**src/rtl/uart_echo_responder.sv**
```systemverilog
// rtl/uart_echo_responder.sv - UART echo endpoint: RX bytes buffered in a FIFO and replayed to TX
//
// Sits between one UART_RX and one UART_TX. Each received byte is queued and
// launched to the transmitter in arrival order. One launch is made per stored byte,
// and the next launch waits for the previous completion. Bytes that arrive while
// the FIFO is full are dropped, and a sticky flag records the loss.
//
// Optional feature macro: UART_ECHO_UPPERCASE_EN
//   When defined, ASCII a-z is sent as A-Z. The FIFO always holds raw bytes.
//
// Ports:
//   i_Clock          system clock, rising edge
//   i_Rst_L          asynchronous reset, active low
//   i_RX_DV          one-cycle strobe: i_RX_Byte valid
//   i_RX_Byte        received byte
//   i_TX_Active      UART_TX busy flag
//   i_TX_Done        UART_TX one-cycle completion strobe
//   i_Clear_Overflow clears o_Overflow (a simultaneous drop wins)
//   o_TX_DV          one-cycle launch strobe to UART_TX
//   o_TX_Byte        byte to transmit, held until the next launch
//   o_Fifo_Count     entries currently stored
//   o_Overflow       sticky: a byte was dropped because the FIFO was full
module uart_echo_responder #(
  parameter int FIFO_DEPTH      = 8,
  parameter int TURNAROUND_CLKS = 0
) (
  input  logic                          i_Clock,
  input  logic                          i_Rst_L,
  input  logic                          i_RX_DV,
  input  logic [7:0]                    i_RX_Byte,
  input  logic                          i_TX_Active,
  input  logic                          i_TX_Done,
  input  logic                          i_Clear_Overflow,
  output logic                          o_TX_DV,
  output logic [7:0]                    o_TX_Byte,
  output logic [$clog2(FIFO_DEPTH):0]   o_Fifo_Count,
  output logic                          o_Overflow
);

  localparam int AW = $clog2(FIFO_DEPTH);
  localparam logic [AW:0] FULL_COUNT = (AW+1)'(FIFO_DEPTH);
  localparam logic [15:0] GAP_LAST   = (TURNAROUND_CLKS > 0) ? 16'(TURNAROUND_CLKS - 1) : 16'd0;

  typedef enum logic [2:0] {
    S_IDLE,
    S_LOAD,
    S_WAIT_ACTIVE,
    S_WAIT_DONE,
    S_GAP
  } state_t;

  state_t          state_q;
  logic [15:0]     gap_q;
  logic            tx_dv_q;
  logic [7:0]      tx_byte_q;

  logic [7:0]      mem_q [FIFO_DEPTH];
  logic [AW-1:0]   wr_ptr_q;
  logic [AW-1:0]   rd_ptr_q;
  logic [AW:0]     count_q;
  logic [AW:0]     count_d;
  logic            overflow_q;

  logic            pop;
  logic            full;
  logic            push;
  logic            drop;

  function automatic logic [7:0] echo_map(input logic [7:0] b);
`ifdef UART_ECHO_UPPERCASE_EN
    if (b >= 8'h61 && b <= 8'h7A) begin
      return b - 8'h20;
    end
    return b;
`else
    return b;
`endif
  endfunction

  // The head is consumed on the same edge that registers the launch.
  assign pop  = (state_q == S_LOAD);
  assign full = (count_q == FULL_COUNT);
  // A full FIFO still accepts a write when the head leaves on the same edge.
  assign push = i_RX_DV && (!full || pop);
  assign drop = i_RX_DV && full && !pop;

  always_comb begin
    count_d = count_q;
    case ({push, pop})
      2'b10:   count_d = count_q + 1'b1;
      2'b01:   count_d = count_q - 1'b1;
      default: count_d = count_q;
    endcase
  end

  // Storage is not reset: contents are unreachable once the pointers clear.
  always_ff @(posedge i_Clock) begin
    if (push) begin
      mem_q[wr_ptr_q] <= i_RX_Byte;
    end
  end

  always_ff @(posedge i_Clock or negedge i_Rst_L) begin
    if (!i_Rst_L) begin
      wr_ptr_q   <= '0;
      rd_ptr_q   <= '0;
      count_q    <= '0;
      overflow_q <= 1'b0;
    end else begin
      if (push) begin
        wr_ptr_q <= wr_ptr_q + 1'b1;
      end
      if (pop) begin
        rd_ptr_q <= rd_ptr_q + 1'b1;
      end
      count_q <= count_d;
      if (drop) begin
        overflow_q <= 1'b1;
      end else if (i_Clear_Overflow) begin
        overflow_q <= 1'b0;
      end
    end
  end

  always_ff @(posedge i_Clock or negedge i_Rst_L) begin
    if (!i_Rst_L) begin
      state_q   <= S_IDLE;
      gap_q     <= '0;
      tx_dv_q   <= 1'b0;
      tx_byte_q <= '0;
    end else begin
      tx_dv_q <= 1'b0;
      case (state_q)
        // The idle check on i_TX_Active also covers a transmitter still
        // finishing a byte launched before our reset.
        S_IDLE: begin
          if (count_q != '0 && !i_TX_Active) begin
            state_q <= S_LOAD;
          end
        end
        S_LOAD: begin
          tx_dv_q   <= 1'b1;
          tx_byte_q <= echo_map(mem_q[rd_ptr_q]);
          state_q   <= S_WAIT_ACTIVE;
        end
        S_WAIT_ACTIVE: begin
          if (i_TX_Done) begin
            gap_q   <= '0;
            state_q <= (TURNAROUND_CLKS == 0) ? S_IDLE : S_GAP;
          end else if (i_TX_Active) begin
            state_q <= S_WAIT_DONE;
          end
        end
        S_WAIT_DONE: begin
          if (i_TX_Done) begin
            gap_q   <= '0;
            state_q <= (TURNAROUND_CLKS == 0) ? S_IDLE : S_GAP;
          end
        end
        S_GAP: begin
          if (gap_q == GAP_LAST) begin
            state_q <= S_IDLE;
          end else begin
            gap_q <= gap_q + 16'd1;
          end
        end
        default: state_q <= S_IDLE;
      endcase
    end
  end

  assign o_TX_DV      = tx_dv_q;
  assign o_TX_Byte    = tx_byte_q;
  assign o_Fifo_Count = count_q;
  assign o_Overflow   = overflow_q;

endmodule
```
**config.mk**
```make
export PLATFORM = sky130hd
export DESIGN_NAME = uart_echo_responder
export DESIGN_NICKNAME = d
export VERILOG_FILES = /design/src/rtl/uart_echo_responder.sv
export SDC_FILE = /design/constraint.sdc
export NUM_CORES = 1
export LEC_CHECK = 0
export BUFFER_PORTS_ARGS = -buffer_cell sky130_fd_sc_hd__buf_4
export CAP_MARGIN = 20
export CORE_ASPECT_RATIO = 1.25
export CORE_UTILIZATION = 53
export CTS_CLUSTER_SIZE = 8
export DETAILED_ROUTE_END_ITERATION = 10
export HOLD_SLACK_MARGIN = 0.05
export PLACE_DENSITY = 0.73
export SETUP_SLACK_MARGIN = 0.05
export SYNTH_ARGS = -nofsm -noshare
export SYNTH_HDL_FRONTEND = slang
export SYNTH_SLANG_ARGS = --single-unit
```
**constraint.sdc**
```tcl
create_clock -name i_Clock -period 1.96 [get_ports i_Clock]
set_input_delay 0.392 -clock i_Clock [delete_from_list [all_inputs] [get_ports i_Clock]]
set_output_delay 0.392 -clock i_Clock [all_outputs]
set_load 0.005 [all_outputs]
```
# [Word-level counts from Yosys, hierarchy flattened]
# Memory sizes are Yosys's and may differ from the RTL's. A register that Yosys moved wholly into a read port is not among the register bits.
# Cells that the tools add are included.
[op_classes] addsub=5 eq_ne=13 muxes=15 reduce_logical=18
[ops] cell="16-bit two-way mux" n=2
[ops] cell="16-bit case mux with 2 select lines" n=1
[ops] cell="16-bit by 1-bit adder with 16-bit output, second input constant" n=1
[ops] cell="16-bit zero test" n=1
[ops] cell="3-bit two-way mux" n=5
[ops] cell="3-bit case mux with 5 select lines" n=1
[ops] cell="2-bit inequality test, second input constant" n=4
[ops] cell="4-bit case mux with 2 select lines" n=1
[ops] cell="3-bit by 1-bit adder with 3-bit output, second input constant" n=2
[ops] cell="3-bit by 2-bit equality test with 1-bit output, second input constant" n=2
[ops] cell="2-bit nonzero test" n=3
[ops] cell="1-bit two-way mux" n=5
[ops] cell="4-bit by 1-bit adder with 4-bit output, second input constant" n=1
[ops] cell="4-bit equality test, second input constant" n=1
[ops] cell="1-bit logical AND" n=4
[ops] cell="1-bit zero test" n=4
[ops] cell="4-bit AND reduction" n=1
[ops] cell="4-bit nonzero test" n=1
[ops] cell="4-bit by 1-bit subtractor with 4-bit output, second input constant" n=1
[ops] cell="3-bit by 1-bit equality test with 1-bit output, second input constant" n=1
[ops] cell="3-bit equality test, second input constant" n=1
[ops] cell="3-bit zero test" n=1
[ops] cell="3-bit inequality test, second input constant" n=1
[ops] cell="3-bit AND reduction" n=1
[ops] cell="other kinds (5)" n=5
[word_totals] register_bits=31 mem_bits_rw=64 in_bits=14 wordCells=59 memories=1
[mem_list] name="mem_q" words=8 word_bits=8 rd=1 rd_clocked_by_memory_dff=1 write_ports=1 line="57" source="logic [7:0] mem_q [FIFO_DEPTH];"

# [Logic depth before layout (Yosys ltp)]
# Gate-level depths: netlist (run 1).
[depth] word_depth=6 depth_mapped=8 depth_no_buf=7

# [Least setup slack after synthesis (run 1)]
# No wires, ideal clock.
[synth_path] kind="reg-to-reg" startpoint="reg state_q[1]" endpoint="mem mem_q[0][0] (enable)" setup_time_ns=0.395 arrival_time_ns=1.755 slack_ns=-0.190 stages_incl_launch_ff=5 period_less_slack_ns=2.150 path_cell_list="dfrtp_1 -> nand2b_1 -> buf_2 -> and3_1 -> nor4_1"
[synth_between] elab_chain_cells=5
[synth_rtl] element="start, declared" line="52" source="state_t state_q;"
[synth_rtl] element="start signal, assigned" line="149" source="state_q <= (TURNAROUND_CLKS == 0) ? S_IDLE : S_GAP;"
[synth_rtl] element="start signal, assigned" line="157" source="state_q <= (TURNAROUND_CLKS == 0) ? S_IDLE : S_GAP;"
[synth_rtl] element="3-bit by 1-bit equality test with 1-bit output" line="81" source="assign pop = (state_q == S_LOAD);"
[synth_rtl] element="1-bit logical OR" line="84" source="assign push = i_RX_DV && (!full || pop);"
[synth_rtl] element="1-bit logical AND" line="84"
[synth_rtl] element="1-bit two-way mux" line="98" source="if (push) begin"
[synth_rtl] element="1-bit two-way mux (not written as such)" line="99" source="mem_q[wr_ptr_q] <= i_RX_Byte;"
[synth_rtl] element="end, declared" line="57"
# No other way between the ends.

# [Final worst setup path (run 1)]
[layout_path] startpoint="reg state_q[1]" endpoint="mem mem_q[2][3] (enable)"
# Same word-level chain as after synthesis.

==> reports/results.txt, run 1 <==
Synth Net Count: 248
Run status: complete, no violations
Worst Path Arrival: 1.87 ns
First-pass GRT wire length: 11000 µm
RSZ-0062 raised after global routing: true
Max-cap violations: 0
IO Pins: 28
#FFs+latches synth: 86
GR peak layer: met2
Slew Viols, Final: 0
Dpl hpwl: 4830 µm
Final critical-path share of the clock period: 92.8%
CTS Buf Count: 9
Die outline width: 74.6 µm
Post-synth EDFFs: 64
PortBufs: 27
Max VDD drop: 0.991 mV
Final Skew: 0.0156 ns
Main synth FF type: edfxtp_1
CTS Sinks: 86
Worst Path Required: 2.01 ns
Total gr overflow: 0
Synth Instances: 231
Grt met2 use: 38.4%
Total GRT Usage: 23.1%
PD cells: 1440 nW/µm²
ANT nets after route: 0
Nets: 289
Initial DRT Pass Iterations: 4
Critical path class: register to register
Actual slew at the worst max-slew pin: 0.660 ns
Core Area: 6250 µm²
Tmin final: 1.82 ns
Clock Path Buffers: 2
Sw frac: 34.5%
Seq/Total Area, Yosys: 70.9%
Crit path launch type: register
Routability cong.: 0.834
Cell Area, Synth: 3490 µm²
Clk pwr share: 18.4%
Root buffer cell: clkbuf_8
Initial Util: 55.8%
P_leak: 1.59 nW
Setup violators final: 0
Met1 usage in global routing: 27.7%
Worst path buffer plus inverter count: 2
Endpoints failing hold: 0
N_diodes: 0
Sw Pwr: 2.02 mW
Syn_area_per_cell: 15.1 µm²
DRC viols: 0
Post-Place Cells: 345
Cell Chain, Critical Path: nand2b_1 -> buf_4 -> and3_1 -> nor3_1 -> buf_4
Worst-path clk slew: 0.08 ns
Fin cells: 362
Wire per inst: 19.4 µm
Fmax: 550 MHz
Initial antenna violation count: 0
Die outline area: 6910 µm²
Seq pwr share: 45.4%
FP Rows: 32
Grt met3 use: 4.79%
Vias in the first global route: 2104
Final WL: 7040 µm
CP delay by family, top: simple AND/OR/NAND/NOR gates
# H-tree levels: 3
Via-per-instance ratio: 5.49
TritonCTS clock tree: built
Distinct cells, synth: 33
Syn. warnings: 0
Combinational power share: 36.2%
Synth async-reset ratio: 25.6%
Synth-to-Final Area Change: 16.4%
Crit path max-delay cell type: dfrtp_1
Total power: 5.86 mW
Via Count: 1988
Crit path max fanout: 17
Starting DRT DRC Count: 148
Slew headroom: 55.8%
Worst setup EP type: register
Worst hold path type: input port to register
Share of cells above drive strength 1: 23.8%
Insertion delay to the later sink of the worst-skew pair: 0.35 ns
Largest stage delay on the critical path: 0.39 ns
Final core occ: 65.0%
Largest net degree at the start of global routing: 35
Power Internal: 3.84 mW
CP dominant cell by count: buf_4
Die height: 92.7 µm
## power groups by stage
stage	Sequential [mW]	Clock, mW	Combinational, mW
after floorplan	2.68	0	1.31
after global placement	2.66	0	2.05
after detailed placement	2.69	0	2.10
after CTS	2.65	1.10	2.12
after global routing	2.71	1.16	2.32
final	2.66	1.08	2.12
## worst register-to-register path, stage by stage, from the launching register on
cell and delay, ns:
dfrtp_1 0.39, nand2b_1 0.17, buf_4 0.22, and3_1 0.25
nor3_1 0.26, buf_4 0.23
## logic make-up after synthesis
logic type | after synthesis | synth area share, %
flip-flops | 86 | 70.9
AO/OA/AOI/OAI | 26 | 5.99
adder cells (fa/ha/maj) | 3 | 1.08
XOR/XNOR | 9 | 2.26
buffers and inverters | 15 | 2.08
AND/OR/NAND/NOR | 59 | 8.18
multiplexers | 33 | 9.51
## cell usage after synthesis, types with 2 or more instances
| library cell | instances | share of area (%) |
|---|---|---|
| clkbuf_1 | 2 | 0.22 |
| mux2i_1 | 32 | 9.2 |
| a21oi_1 | 3 | 0.43 |
| nor3_1 | 4 | 0.57 |
| nor2_1 | 7 | 0.75 |
| buf_2 | 4 | 0.57 |
| inv_1 | 3 | 0.32 |
| edfxtp_1 | 64 | 55 |
| nand2b_1 | 3 | 0.54 |
| nor2b_1 | 2 | 0.36 |
| nor4_1 | 3 | 0.54 |
| dfrtp_1 | 22 | 16 |
| buf_1 | 2 | 0.22 |
| o22ai_1 | 2 | 0.36 |
| a22oi_1 | 16 | 3.4 |
| nand3_1 | 10 | 1.4 |
| a211oi_1 | 2 | 0.43 |
| buf_4 | 3 | 0.65 |
| nand2_1 | 24 | 2.6 |
| ha_1 | 3 | 1.1 |
| xnor2_1 | 7 | 1.8 |
| xor2_1 | 2 | 0.50 |
## stage by stage
stage	setup TNS (ns)	area (µm²)	hold WS [ns]	setup slack [ns]
final	0	4060	0.229	0.141
after global routing	0	4060	0.225	0.0260
after global placement	0	3850	0.296	0.0672
after detailed placement	-0.967	3850	0.306	-0.0890
after floorplan	-3.04	3490	0.0964	-0.190
after CTS	0	4040	0.213	0.0803
## sequential cells by signal, summed over array words and instances, names as in the netlist
signal	flops
o_Fifo_Count	4
mem_q	64
rd_ptr_q	3
o_TX_DV	1
state_q	2
wr_ptr_q	3
o_TX_Byte	8
o_Overflow	1
## area by class of cell
type                       count  area [µm²]
timing repair buffer          41         323
multi-input combinational    130         975
sequential                    86        2470
fill                         477        2190
tap                           85         106
clock inverter                 4        22.5
inverter                       4        15.0
clock buffer                  12         145
## placed cells by master (no fill, tap or decap), types with 5 or more instances in the layout
cell / instances
edfxtp_1: 64
buf_4: 39
mux2i_1: 32
nand2_1: 24
dfrtp_1: 21
a22oi_1: 16
nand3_1: 10
clkbuf_8: 10
xnor2_1: 7
nor2_1: 5
## final timing paths
path,start,endpoint,slack (ns),cells past startpoint
hold reg to reg,o_TX_Byte[1],o_TX_Byte[1],0.49,2
hold / removal,i_Clear_Overflow,o_Overflow,0.23,2
min in group asynchronous,i_Rst_L,o_TX_Byte[2],0.47,2
setup / recovery,state_q[1],mem_q[2][3],0.14,5
setup reg to reg,state_q[1],mem_q[2][3],0.14,5
max in group asynchronous,i_Rst_L,rd_ptr_q[0],1.24,2
## what timing repair did
item	CTS	global route
setup endpoints to repair	16	41
hold buffers	1	0
gates resized for setup	2	5
setup buffers	0	0
hold endpoints to repair	22	0
## routing by layer
layer	wire length (µm)	share of wire (%)	vias to the layer above
met5	0	0	-
met4	267	3.8	0
met3	384	5.5	22
met2	3680	52	61
met1	2700	38	959
li1	-	-	946
Note: power is estimated with default switching activity, not from simulation.
==> run 2, diff against run 1 <==
--- a/config.mk
+++ b/config.mk
@@ -5,6 +5,7 @@
 export SDC_FILE = /design/constraint.sdc
 export NUM_CORES = 1
 export LEC_CHECK = 0
+export ABC_AREA = 1
 export BUFFER_PORTS_ARGS = -buffer_cell sky130_fd_sc_hd__buf_4
 export CAP_MARGIN = 20
 export CORE_ASPECT_RATIO = 1.25
@@ -12,7 +13,7 @@
 export CTS_CLUSTER_SIZE = 8
 export DETAILED_ROUTE_END_ITERATION = 10
 export HOLD_SLACK_MARGIN = 0.05
-export PLACE_DENSITY = 0.73
+export PLACE_DENSITY = 0.75
 export SETUP_SLACK_MARGIN = 0.05
 export SYNTH_ARGS = -nofsm -noshare
 export SYNTH_HDL_FRONTEND = slang
==> reports/results.txt, run 2 <==
Run status: finished with violations (was complete, no violations)
Failing checks: DRC
Wire per inst: 15.4 µm (was 19.4 µm)
Main synth FF type: edfxtp_1 (unchanged)
Worst Path Required: 2.03 ns (was 2.01 ns)
Nets: 390 (was 289)
Routability cong.: 0.757 (was 0.834)
CTS Buf Count: 9 (unchanged)
Actual slew at the worst max-slew pin: 0.445 ns (was 0.660 ns)
Root buffer cell: clkbuf_8 (unchanged)
Share of cells above drive strength 1: 16.4% (was 23.8%)
Largest area contributor in the netlist: edfxtp_1 (unchanged)
Synth-to-Final Area Change: 15.5% (was 16.4%)
DRC viols: 2 (was 0)
Slew Viols, Final: 0 (unchanged)
Synth async-reset ratio: 25.6% (unchanged)
Die height: 94.0 µm (was 92.7 µm)
Insertion delay to the later sink of the worst-skew pair: 0.35 ns (about the same)
Via-per-instance ratio: 5.18 (was 5.49)
Final WL: 7160 µm (was 7040 µm)
Core Area: 6570 µm² (was 6250 µm²)
Distinct cells, synth: 21 (was 33)
Tmin final: 1.65 ns (was 1.82 ns)
Most frequent cell after synthesis: nand2_1 (was edfxtp_1)
Total power: 6.04 mW (was 5.86 mW)
CTS Sinks: 86 (unchanged)
Postcts setup bufs: 0 (unchanged)
TritonCTS clock tree: built (unchanged)
Via Count: 2410 (was 1988)
Setup TNS: 0 ns (unchanged)
Post-synth EDFFs: 64 (unchanged)
First-pass GRT wire length: 11400 µm (was 11000 µm)
Syn_area_per_cell: 10.9 µm² (was 15.1 µm²)
Most common cell after layout, fill and taps aside: nand2_1 (was edfxtp_1)
Die outline area: 7100 µm² (was 6910 µm²)
Worst setup EP type: register (unchanged)
Most flops, register: mem_q (unchanged)
Most frequent cells in the layout: nand2_1, edfxtp_1, nor2_1 (was edfxtp_1, buf_4, mux2i_1)
Clock Path Buffers: 2 (unchanged)
Max-cap violations: 0 (unchanged)
PD cells: 1460 nW/µm² (was 1440 nW/µm²)
RSZ-0062 raised after global routing: false (was true)
Cell Area, Synth: 3580 µm² (was 3490 µm²)
Worst-path clk slew: 0.08 ns (about the same)
#FFs+latches synth: 86 (unchanged)
Endpoints failing hold: 0 (unchanged)
Setup violators final: 0 (unchanged)
Initial DRT Pass Iterations: 7 (was 4)
Worst Path Arrival: 1.72 ns (was 1.87 ns)
Slew headroom: 70.3% (was 55.8%)
Initial Util: 54.6% (was 55.8%)
IO Pins: 28 (unchanged)
PortBufs: 27 (unchanged)
Post-cts resize count: 0 (was 2)
Yosys top cell area share: 53.6% (was 55.1%)
Max VDD drop: 0.607 mV (was 0.991 mV)
Initial antenna violation count: 0 (unchanged)
Final Skew: 0.00793 ns (was 0.0156 ns)
Starting DRT DRC Count: 202 (was 148)
Dpl hpwl: 4720 µm (was 4830 µm)
Syn. warnings: 0 (unchanged)
Sw Pwr: 2.17 mW (was 2.02 mW)
Power Internal: 3.87 mW (was 3.84 mW)
P_leak: 1.76 nW (was 1.59 nW)
N_diodes: 0 (unchanged)
Combinational power share: 36.1% (was 36.2%)
Synth Net Count: 346 (was 248)
# H-tree levels: 3 (unchanged)
Vias in the first global route: 2374 (was 2104)
Total GRT Usage: 23.1% (about the same)
Seq pwr share: 43.2% (was 45.4%)
Synth top cells by count: nand2_1, edfxtp_1, nor2_1, nand3_1, inv_1 (was edfxtp_1, mux2i_1, nand2_1, dfrtp_1, a22oi_1)
Synth Instances: 329 (was 231)
Clk pwr share: 20.7% (was 18.4%)
Critical path class: register to register (unchanged)
FP Rows: 33 (was 32)
Sw frac: 35.9% (was 34.5%)
ANT nets after route: 0 (unchanged)
Fmax: 606 MHz (was 550 MHz)
Max reg flops: 64 (unchanged)
Total gr overflow: 0 (unchanged)
Seq/Total Area, Yosys: 69.0% (was 70.9%)
Die outline width: 75.6 µm (was 74.6 µm)
Crit path launch type: register (unchanged)
Area contributors post-synth: edfxtp_1, dfrtp_1, nand2_1 (was edfxtp_1, dfrtp_1, mux2i_1)
Final critical-path share of the clock period: 84.2% (was 92.8%)
Worst hold path type: input port to register (unchanged)
Crit path max fanout: 5 (was 17)
Largest net degree at the start of global routing: 32 (was 35)
## run 2: area by class of cell
class / count / area, µm²
inverters: 25 / 93.8
fillers: 513 / 2420
flip-flops and latches: 86 / 2470
multi-input cells: 206 / 925
clock inverters: 4 / 45.0
repair buffers: 45 / 340
clock buffers: 12 / 155
well taps: 87 / 109
## run 2: path summary, 6_finish.rpt
kind / start / endpoint / slack (ns) / cells past startpoint
setup / recovery: o_Fifo_Count[3] / mem_q[4][4] / 0.31 / 7
hold / removal: i_Clear_Overflow / o_Overflow / 0.23 / 2
setup reg to reg: o_Fifo_Count[3] / mem_q[4][4] / 0.31 / 7
hold reg to reg: o_TX_Byte[1] / o_TX_Byte[1] / 0.48 / 2
max in group asynchronous: i_Rst_L / rd_ptr_q[2] / 1.29 / 2
min in group asynchronous: i_Rst_L / o_Fifo_Count[0] / 0.45 / 2
## run 2: layer usage
layer | track usage [%] | vias up | share of wire [%]
li1 | - | 1180 | -
met1 | 27.0 | 1137 | 40
met2 | 38.8 | 84 | 52
met3 | 4.61 | 9 | 6.4
met4 | 13.0 | 0 | 1.8
met5 | 0 | - | 0
## run 2: logic make-up after synthesis
logic type | count (synthesis) | synth area share [%]
adders and majority gates | 3 | 1.05
buffers and inverters | 37 | 5.24
xor gates and xnor gates | 4 | 0.977
AOI/OAI and AO/OA | 30 | 4.71
and+or+nand+nor | 169 | 19.1
DFF | 86 | 69.0
## run 2: what timing repair did
action | CTS | global route
setup endpoints to repair | 0 | 0
hold buffers | 1 | 0
hold endpoints to repair | 22 | 0
## run 2: through the flow
step / setup slack, ns / hold WS (ns) / std cells / util [%] / cell area, µm²
6_report: 0.310 / 0.225 / 465 / 63.1 / 4140
5_1_grt: 0.189 / 0.212 / 465 / 63.1 / 4140
4_1_cts: 0.314 / 0.214 / 465 / 63.1 / 4140
3_3_place_gp: 0.367 / 0.288 / 448 / 59.9 / 3930
2_1_floorplan: 0.291 / 0.0964 / 329 / - / 3580
3_5_place_dp: 0.326 / 0.291 / 448 / 59.9 / 3930
## run 2: critical path, cell delays in order (launching register included)
cell     delay [ns]
dfrtp_1        0.41
inv_1          0.10
nor2_1         0.06
nand3_1        0.09
nand2_1        0.10
or2_4          0.27
nor2_1         0.16
buf_4          0.18
## run 2: power groups by stage
stage | Sequential (mW) | Combinational [mW] | Clock [mW]
6_report | 2.61 | 2.18 | 1.25
2_1_floorplan | 2.62 | 1.50 | 0
3_3_place_gp | 2.63 | 2.12 | 0
3_5_place_dp | 2.65 | 2.18 | 0
5_1_grt | 2.65 | 2.50 | 1.35
4_1_cts | 2.61 | 2.21 | 1.27
==> run 3, diff against run 2 <==
--- a/config.mk
+++ b/config.mk
@@ -5,7 +5,7 @@
 export SDC_FILE = /design/constraint.sdc
 export NUM_CORES = 1
 export LEC_CHECK = 0
-export ABC_AREA = 1
+export ABC_AREA = 0
 export BUFFER_PORTS_ARGS = -buffer_cell sky130_fd_sc_hd__buf_4
 export CAP_MARGIN = 20
 export CORE_ASPECT_RATIO = 1.25
==> constraint.sdc (replaced) <==
create_clock -name i_Clock -period 1.5 [get_ports i_Clock]
set_input_delay 0.3 -clock i_Clock [delete_from_list [all_inputs] [get_ports i_Clock]]
set_output_delay 0.3 -clock i_Clock [all_outputs]
set_load 0.005 [all_outputs]
==> reports/results.txt, run 3 (synthesis results as in run 1) <==
PortBufs: 27 (unchanged)
Actual slew at the worst max-slew pin: 0.393 ns (was 0.445 ns)
CP startpoint: state_q[1] (was o_Fifo_Count[3])
Slew headroom: 73.8% (was 70.3%)
IO Pins: 28 (unchanged)
Initial antenna violation count: 0 (unchanged)
Final core occ: 71.1% (was 63.1%)
Slew Viols, Final: 0 (unchanged)
R2R cell count: 4 (was 7)
Largest net degree at the start of global routing: 35 (was 32)
Routability cong.: 0.754 (was 0.757)
CP delay by family, top: simple AND/OR/NAND/NOR gates (unchanged)
DRC viols: 0 (was 2)
Max VDD drop: 1.29 mV (was 0.607 mV)
Max reg flops: 64 (unchanged)
Endpoints failing hold: 0 (unchanged)
Total gr overflow: 0 (unchanged)
Tmin final: 1.49 ns (was 1.65 ns)
Setup violators final: 0 (unchanged)
Crit path launch type: register (unchanged)
Clock Path Buffers: 2 (unchanged)
Initial Util: 55.8% (was 54.6%)
Vias in the first global route: 2135 (was 2374)
Final WL: 7370 µm (was 7160 µm)
Nets: 306 (was 390)
Seq pwr share: 41.2% (was 43.2%)
R2r setup slk: 0.01 ns (was 0.31 ns)
Worst setup EP type: register (unchanged)
Cell Chain, Critical Path: nand2b_4 -> and3_4 -> nor4_4 -> buf_4 (was inv_1 -> nor2_1 -> nand3_1 -> nand2_1 -> or2_4 -> nor2_1 -> buf_4)
Max-cap violations: 0 (unchanged)
P_leak: 1.71 nW (was 1.76 nW)
Crit path max-delay cell type: dfrtp_1 (unchanged)
Final critical-path share of the clock period: 99.2% (was 84.2%)
Starting DRT DRC Count: 153 (was 202)
Worst path buffer plus inverter count: 1 (was 2)
PD cells: 1930 nW/µm² (was 1460 nW/µm²)
TritonCTS clock tree: built (unchanged)
Wire per inst: 19.4 µm (was 15.4 µm)
FP Rows: 32 (was 33)
Worst hold path type: input port to register (unchanged)
Largest stage delay on the critical path: 0.40 ns (was 0.41 ns)
Final Skew: 0.0157 ns (was 0.00793 ns)
Initial DRT Pass Iterations: 4 (was 7)
Dpl hpwl: 4850 µm (was 4720 µm)
Core Area: 6250 µm² (was 6570 µm²)
Combinational power share: 41.3% (was 36.1%)
Worst Path Required: 1.57 ns (was 2.03 ns)
Clk pwr share: 17.5% (was 20.7%)
ANT nets after route: 0 (unchanged)
Run status: complete, no violations (was finished with violations)
Worst R2R Start: state_q[1] (was o_Fifo_Count[3])
Crit path max fanout: 6 (was 5)
Sw Pwr: 3.05 mW (was 2.17 mW)
Worst-path clk slew: 0.09 ns (was 0.08 ns)
Share of cells above drive strength 1: 35.0% (was 16.4%)
Critical path class: register to register (unchanged)
Most common cell after layout, fill and taps aside: edfxtp_1 (was nand2_1)
Worst Path Arrival: 1.56 ns (was 1.72 ns)
Worst R2R End: mem_q[0][1] (was mem_q[4][4])
N_diodes: 0 (unchanged)
Slack of the critical path: 0.0117 ns (was 0.310 ns)
Synth-to-Final Area Change: 27.4% (was 15.5%)
Via Count: 2084 (was 2410)
Most frequent cells in the layout: edfxtp_1, buf_4, mux2i_1 (was nand2_1, edfxtp_1, nor2_1)
CP endpoint: mem_q[0][1] (was mem_q[4][4])
CTS Buf Count: 9 (unchanged)
Total GRT Usage: 23.8% (was 23.1%)
Insertion delay to the later sink of the worst-skew pair: 0.36 ns (was 0.35 ns)
First-pass GRT wire length: 11400 µm (about the same)
Sw frac: 35.6% (was 35.9%)
RSZ-0062 raised after global routing: true (was false)
Fmax: 672 MHz (was 606 MHz)
Most flops, register: mem_q (unchanged)
Power Internal: 5.51 mW (was 3.87 mW)
Critical Path Stages: 4 (was 7)
Die height: 92.7 µm (was 94.0 µm)
Via-per-instance ratio: 5.50 (was 5.18)
Die outline width: 74.6 µm (was 75.6 µm)
# H-tree levels: 3 (unchanged)
DP Worst Slack: -0.108 ns (was 0.326 ns)
CTS Sinks: 86 (unchanged)
Root buffer cell: clkbuf_8 (unchanged)
Die outline area: 6910 µm² (was 7100 µm²)
==> run 3: cell types whose count changed in the layout (fill, tap and decap cells not counted), moves of 7 or more <==
cell,delta
nand2_1,-60
nor2_1,-47
mux2i_1,+25
nand3_1,-22
o21ai_0,-21
inv_1,-20
a22oi_1,+16
xnor2_1,+7
==> run 3: worst min path at each step <==
stage | from | end | slack, ns | depth (start not counted)
finish | i_Clear_Overflow | o_Overflow | 0.13 | 2
global route | i_Clear_Overflow | o_Overflow | 0.12 | 2
CTS | i_Clear_Overflow | o_Overflow | 0.12 | 2
detailed placement | i_Rst_L | o_TX_Byte[2] | 0.20 | 1
global placement | i_Rst_L | rd_ptr_q[0] | 0.21 | 1
floorplan | i_Rst_L | o_Fifo_Count[0] | 0.004 | 0
==> run 3: power groups by stage <==
stage	Sequential [mW]	Clock, mW	Combinational (mW)
2_1_floorplan	3.58	0	1.90
3_5_place_dp	3.53	0	3.18
6_report	3.52	1.50	3.53
4_1_cts	3.50	1.51	3.31
5_1_grt	3.58	1.62	3.81
3_3_place_gp	3.50	0	3.11
==> run 3: stage by stage <==
stage	instance area [µm²]	total power, mW	TNS [ns]	std cells	hold slack [ns]
detailed placement	4060	6.71	-2.10	354	0.204
global route	4440	9.01	-1.08	379	0.115
floorplan	3610	5.48	-0.810	231	0.00441
finish	4440	8.56	0	379	0.133
CTS	4330	8.31	0	375	0.124
global placement	4060	6.61	-1.42	354	0.206
==> run 3: area by class of cell <==
class,instances,area [µm²]
clock buffers,10,138
clock inverters,6,42.5
fillers,409,1800
inverters,4,17.5
multi-input cells,130,1120
flip-flops and latches,86,2480
well taps,85,106
repair buffers,58,538
==> run 3: per-layer routing <==
| layer | part of all wire [%] | track usage [%] | wire length (µm) |
|---|---|---|---|
| met5 | 0 | 0 | 0 |
| met4 | 3.2 | 12.7 | 239 |
| met3 | 4.0 | 5.22 | 295 |
| met2 | 52 | 37.0 | 3830 |
| met1 | 41 | 30.9 | 3000 |
==> run 3: timing repair <==
action                     CTS  global route
hold endpoints to repair    22             0
hold buffers                 1             0
buffers inserted             4             3
cloned                       0             1
gates resized for setup      7            12
pin swaps                    5             4
setup endpoints to repair   51            76
